[src/rtl/clk_tick_gen.sv]
//------------------------------------------------------------------------------
// clk_tick_gen
//
// Multi-channel clock-enable generator. Each of NCH channels divides the
// enabled clock by its own runtime-programmable integer divisor and emits a
// registered one-cycle tick plus (optionally) a 50%-duty square wave.
// Everything lives in the single clk domain.
//
// Parameters:
//   NCH      number of channels (1..16)
//   CW       divisor / counter width in bits
//   DIV_INIT divisor loaded into every channel at reset (must fit in CW bits)
//
// Ports:
//   clk      in   system clock
//   RESETn   in   asynchronous active-low reset
//   en       in   global run; counters advance only while high
//   sync     in   single-cycle restart of all channels (beats en and wrap)
//   cfg_we   in   divisor write strobe
//   cfg_ch   in   [CHW]  target channel; values >= NCH are ignored
//   cfg_div  in   [CW]   new divisor (0 halts the channel)
//   tick     out  [NCH]  one-cycle enable pulse per channel
//   sq       out  [NCH]  square wave per channel, toggles on each tick
//   pending  out  [NCH]  a written divisor is waiting for the next wrap
//
// Build option:
//   CLK_TICK_SQUARE_EN  when defined, the sq toggle flops are built; when
//                       undefined, sq is tied to 0.
//------------------------------------------------------------------------------
`timescale 1ns/1ps

module clk_tick_gen #(
   parameter int NCH      = 4,
   parameter int CW       = 16,
   parameter int DIV_INIT = 50000,
   localparam int CHW     = (NCH > 1) ? $clog2(NCH) : 1
) (
   input  logic           clk,
   input  logic           RESETn,
   input  logic           en,
   input  logic           sync,
   input  logic           cfg_we,
   input  logic [CHW-1:0] cfg_ch,
   input  logic [CW-1:0]  cfg_div,
   output logic [NCH-1:0] tick,
   output logic [NCH-1:0] sq,
   output logic [NCH-1:0] pending
);

   localparam logic [CW-1:0] DIV_RST = CW'(DIV_INIT);

   for (genvar i = 0; i < NCH; i++) begin : g_ch
      logic [CW-1:0] cnt;
      logic [CW-1:0] act;
      logic [CW-1:0] shd;
      logic          pnd;
      logic          tick_r;
      logic          halted;
      logic          wrap;
      logic          hit;

      assign halted = (act == '0);
      // cnt never exceeds act-1 because act only changes while cnt is 0,
      // so an equality compare is enough to detect the end of a period.
      assign wrap   = en && !halted && (cnt == act - CW'(1));
      // An out-of-range cfg_ch matches no channel index, so it is dropped.
      assign hit    = cfg_we && (cfg_ch == CHW'(i));

      // NOTE: every flop, divisor registers included, is cleared by reset so a
      // reset mid-count also throws away any pending write.
      always_ff @(posedge clk or negedge RESETn) begin
         if (!RESETn) begin
            cnt    <= '0;
            act    <= DIV_RST;
            shd    <= DIV_RST;
            pnd    <= 1'b0;
            tick_r <= 1'b0;
         end else if (sync) begin
            // NOTE: sequential state uses non-blocking assignments so every
            // register samples the pre-edge values regardless of statement order.
            cnt    <= '0;
            tick_r <= 1'b0;
            pnd    <= 1'b0;
            if (hit) begin
               shd <= cfg_div;
               act <= cfg_div;
            end else if (pnd) begin
               act <= shd;
            end
         end else begin
            if (wrap) begin
               cnt    <= '0;
               tick_r <= 1'b1;
            end else begin
               tick_r <= 1'b0;
               if (en && !halted) begin
                  cnt <= cnt + CW'(1);
               end
            end

            if (hit) begin
               shd <= cfg_div;
               // Apply at once when the channel is at a period boundary or
               // halted; otherwise defer to the next wrap.
               if (wrap || halted) begin
                  act <= cfg_div;
                  pnd <= 1'b0;
               end else begin
                  pnd <= 1'b1;
               end
            end else if (wrap && pnd) begin
               act <= shd;
               pnd <= 1'b0;
            end
         end
      end

      assign tick[i]    = tick_r;
      assign pending[i] = pnd;

`ifdef CLK_TICK_SQUARE_EN
      logic sq_r;

      always_ff @(posedge clk or negedge RESETn) begin
         if (!RESETn) begin
            sq_r <= 1'b0;
         end else if (sync) begin
            sq_r <= 1'b0;
         end else if (wrap) begin
            sq_r <= ~sq_r;
         end
      end

      assign sq[i] = sq_r;
`else
      assign sq[i] = 1'b0;
`endif
   end

endmodule

[config.mk]
export PLATFORM = sky130hd
export DESIGN_NAME = clk_tick_gen
export DESIGN_NICKNAME = d
export VERILOG_FILES = /design/src/rtl/clk_tick_gen.sv
export SDC_FILE = /design/constraint.sdc
export NUM_CORES = 1
export LEC_CHECK = 0
export ABC_AREA = 1
export BUFFER_PORTS_ARGS = -buffer_cell sky130_fd_sc_hd__clkbuf_2
export CORE_MARGIN = 2
export CORE_UTILIZATION = 35
export DETAILED_ROUTE_END_ITERATION = 8
export GPL_ROUTABILITY_DRIVEN = 0
export PLACE_DENSITY = 0.61
export SLEW_MARGIN = 20
export SYNTH_ARGS = -nofsm -noshare
export SYNTH_HDL_FRONTEND = slang
export SYNTH_SLANG_ARGS = --single-unit
[constraint.sdc]
create_clock -name clk -period 2.3 [get_ports clk]
set_input_delay 0.345 -clock clk [delete_from_list [all_inputs] [get_ports clk]]
set_output_delay 0.345 -clock clk [all_outputs]
set_load 0.02 [all_outputs]
==> impl_metrics.csv <==
group,metric,value,unit
run_status,status,"complete, no violations",
clock_tree,h-tree-depth,4,
route,ant_nets,0,
global_route,antenna_found_initial,0,
finish,drive_gt1_share,24.1,%
power_and_ir_drop,totalPowerFinal,0.0115,W
floorplan,num_rows,67,
sta,finalCritPeriodShare,98.1,%
logic_synthesis,synth_cell_type_count,47,
sta,finalMaxSlewViolations,0,
critical_path,required,2680,ps
sta,fmax,443,MHz
critical_path,slowest_stage,"dfstp_2",
critical_path,cp_max_fo,8,
logic_synthesis,synth_edf_count,0,
logic_synthesis,avgSynthCellArea,7.56,µm²
power_and_ir_drop,p_leak,6.66,nW
global_route,grt_max_degree,54,
sta,hold_slack,366,ps
finish,antennaDiodeCount,0,
clock_tree,insertion_delay,440,ps
power_and_ir_drop,ir_drop,0.000454,V
route,routed-via-count,10400,
critical_path,crit_arrival,2640,ps
sta,worst_pin_slew,794,ps
placement,placed_cells,2060,
floorplan,die_y,188,µm
logic_synthesis,synth_top_family_by_area,"simple AND/OR/NAND/NOR gates",
logic_synthesis,yosysSeqAreaShare,42.9,%
logic_synthesis,synth_compound_area_share,7.74,%
global_route,grt_pass1_vias,9662,
critical_path,cp_slowest_stage_delay,600,ps
floorplan,die_area,35200,µm²
route,post_drt_wl_per_cell,14.6,µm
logic_synthesis,ys_ff_latch,200,
route,dr.pass1.iters,8,
clock_tree,cts_root_buffer,"clkbuf_16",
sta,setup_tns,0,ps
route,finalWirelength,31000,µm
placement,dpl-instance-area,12800,µm²
logic_synthesis,async_flop_share,100,%
power_and_ir_drop,powerDensity,806,nW/µm²
logic_synthesis,synth_area,11800,µm²
logic_synthesis,synth_warnings,0,
sta,rsz0062_at_grt,"yes",
logic_synthesis,synth-xor-area-share,7.34,%
sta,hold_viol_final,0,
floorplan,ios,35,
finish,nNetsFinal,1696,
critical_path,worst_setup_path_end_kind,"flip-flop",
route,route.detailed.drc,0,
finish,post-route-cell-area,14300,µm²
sta,setup_violations,0,
critical_path,startpoint_type,"flip-flop",
global_route,grtUsageTotal,17.1,%
logic_synthesis,synth-adder-area-share,1.27,%
route,vias_per_cell,4.90,
critical_path,path_class,"reg2reg",
logic_synthesis,synth-main-ff-cell,"dfrtp_1",
finish,nFillCells,3396,
floorplan,die_w,188,µm
sta,slew-limit-headroom,47.0,%
hold_path,hold_class,"in2reg",
global_route,grt_pass1_wl,49100,µm
floorplan,core_area,33400,µm²
placement,port_buffers,30,
critical_path,cp_top_family,"simple AND/OR/NAND/NOR gates",
clock_tree,clockBufferDepth,2,
finish,area_growth,20.9,%
clock_tree,clkSlewWorstSetupHoldPaths,80,ps
clock_tree,cts_buffers,17,
clock_tree,cts_tree,"yes",
finish,final_cells,2122,
floorplan,initial_utilization,35.4,%
route,drt_first_iter_violations,634,
flow_run,maxCapViolations,0,
critical_path,path_buf_inv,3,
sta,skew,16.9,ps
logic_synthesis,synth-simple-area-share,32.9,%
sta,min_period,2260,ps
logic_synthesis,syn_inst,1562,
logic_synthesis,synthMuxAreaShare,0,%
global_route,grt_overflow,0,
critical_path,path_cells,"buf_4, nor2_2, nand3_1, nand2_1, nand3_1, nand4_4, nor2_2, nand3_4, a21oi_4, buf_12, clkbuf_16, nand3_2, nand2_1",
clock_tree,cts_sinks,200,
placement,dp_hpwl,22400,µm
## logic make-up (layout without fill, tap and decap cells)
group	Yosys count	after routing
other	1	4
and+or+nand+nor	878	880
adders and majority gates	12	12
buffers and inverters	212	319
DFF	200	200
xor gates and xnor gates	99	99
AOI/OAI and AO/OA	160	160
## power by group
part           switching (W)  internal (W)
logic                0.00235       0.00158
registers           0.000519       0.00413
clock network        0.00146       0.00148
## path summary, 6_finish.rpt
kind	from	to	slack, ps	cells past startpoint
max	g_ch[3].act[4]	g_ch[3].act[8]	40	13
min	cfg_div[9]	g_ch[2].shd[9]	370	3
max reg2reg	g_ch[3].act[4]	g_ch[3].act[8]	40	13
min reg2reg	g_ch[1].act[9]	g_ch[1].act[9]	490	2
max in group asynchronous	RESETn	g_ch[1].act[15]	1100	3
min in group asynchronous	RESETn	g_ch[2].cnt[1]	430	2
## layer usage
layer | up-vias | part of all wire [%] | GRT usage [%]
li1 | 5167 | - | -
met1 | 5015 | 47 | 23.1
met2 | 176 | 49 | 29.2
met3 | 37 | 2.8 | 2.00
met4 | 0 | 1.5 | 4.06
met5 | - | 0 | 0
## cell usage after synthesis (3+ instances only)
| library cell | count | share of area [%] |
|---|---|---|
| nor2_1 | 144 | 4.6 |
| o22ai_1 | 38 | 2.0 |
| nand3b_1 | 11 | 0.70 |
| buf_6 | 6 | 0.57 |
| nor2_2 | 16 | 0.85 |
| xnor2_1 | 28 | 2.1 |
| clkbuf_1 | 20 | 0.64 |
| o21ai_0 | 98 | 4.2 |
| nand3_1 | 147 | 6.2 |
| nor2_4 | 7 | 0.67 |
| buf_2 | 6 | 0.25 |
| dfrtp_1 | 152 | 32 |
| inv_1 | 152 | 4.8 |
| nand3_2 | 4 | 0.34 |
| buf_4 | 16 | 1.0 |
| or2_2 | 5 | 0.26 |
| nand4_1 | 17 | 0.90 |
| o21bai_1 | 4 | 0.25 |
| nor4_1 | 3 | 0.16 |
| o21ai_1 | 3 | 0.13 |
| nor3_1 | 22 | 0.93 |
| nand2_1 | 474 | 15 |
| ha_1 | 12 | 1.3 |
| nand2_2 | 15 | 0.79 |
| a21oi_1 | 8 | 0.34 |
| dfstp_2 | 48 | 11 |
| xor2_1 | 71 | 5.3 |
| inv_2 | 9 | 0.29 |
| nand2_4 | 3 | 0.29 |
## flip-flops by register name, indices dropped and copies added (netlist names)
| register | cells |
|---|---|
| g_ch.shd | 64 |
| g_ch.tick_r | 4 |
| g_ch.pnd | 4 |
| g_ch.cnt | 64 |
| g_ch.act | 64 |
## final cells by class
| type | instances | area [µm²] | area share (%) |
|---|---|---|---|
| Tap cell | 448 | 561 | 3.93 |
| Clock inverter | 12 | 109 | 0.762 |
| Multi-Input combinational cell | 1155 | 6370 | 44.6 |
| Inverter | 161 | 608 | 4.26 |
| Clock buffer | 20 | 457 | 3.20 |
| Timing Repair Buffer | 126 | 1100 | 7.67 |
| Sequential cell | 200 | 5080 | 35.6 |
## placed cells by master (no fill, tap or decap), types with 18 or more instances in the layout
| cell | count |
|---|---|
| xor2_1 | 70 |
| o22ai_1 | 38 |
| o21ai_0 | 97 |
| nor2_4 | 18 |
| inv_2 | 23 |
| nand3_1 | 114 |
| nor3_1 | 20 |
| clkbuf_16 | 19 |
| nand2_2 | 31 |
| nand3_2 | 36 |
| clkbuf_2 | 29 |
| nor2_2 | 36 |
| inv_1 | 137 |
| dfstp_2 | 48 |
| nor2_1 | 113 |
| dfrtp_1 | 138 |
| nand2_1 | 450 |
| buf_4 | 73 |
| xnor2_1 | 27 |
## stage by stage
step / utilization [%] / worst slack, ps
4_1_cts: 40.2 / 9.12
3_3_place_gp: 38.5 / 58.3
6_report: 42.8 / 43.9
5_1_grt: 42.8 / -96.9
2_1_floorplan: - / 106
3_5_place_dp: 38.5 / 53.7
## timing repair
item	4_1_cts	5_1_grt
hold endpoints to repair	31	0
setup endpoints to repair	0	124
buffers inserted	0	25
hold buffers	1	0
resized for setup	0	168
## tightest hold or removal path, delay by kind of cell
family | cells | cell delay (ps)
AOI/OAI and AO/OA | 1 | 170
buffers and inverters | 2 | 260
Note: power is estimated with default switching activity, not from simulation.
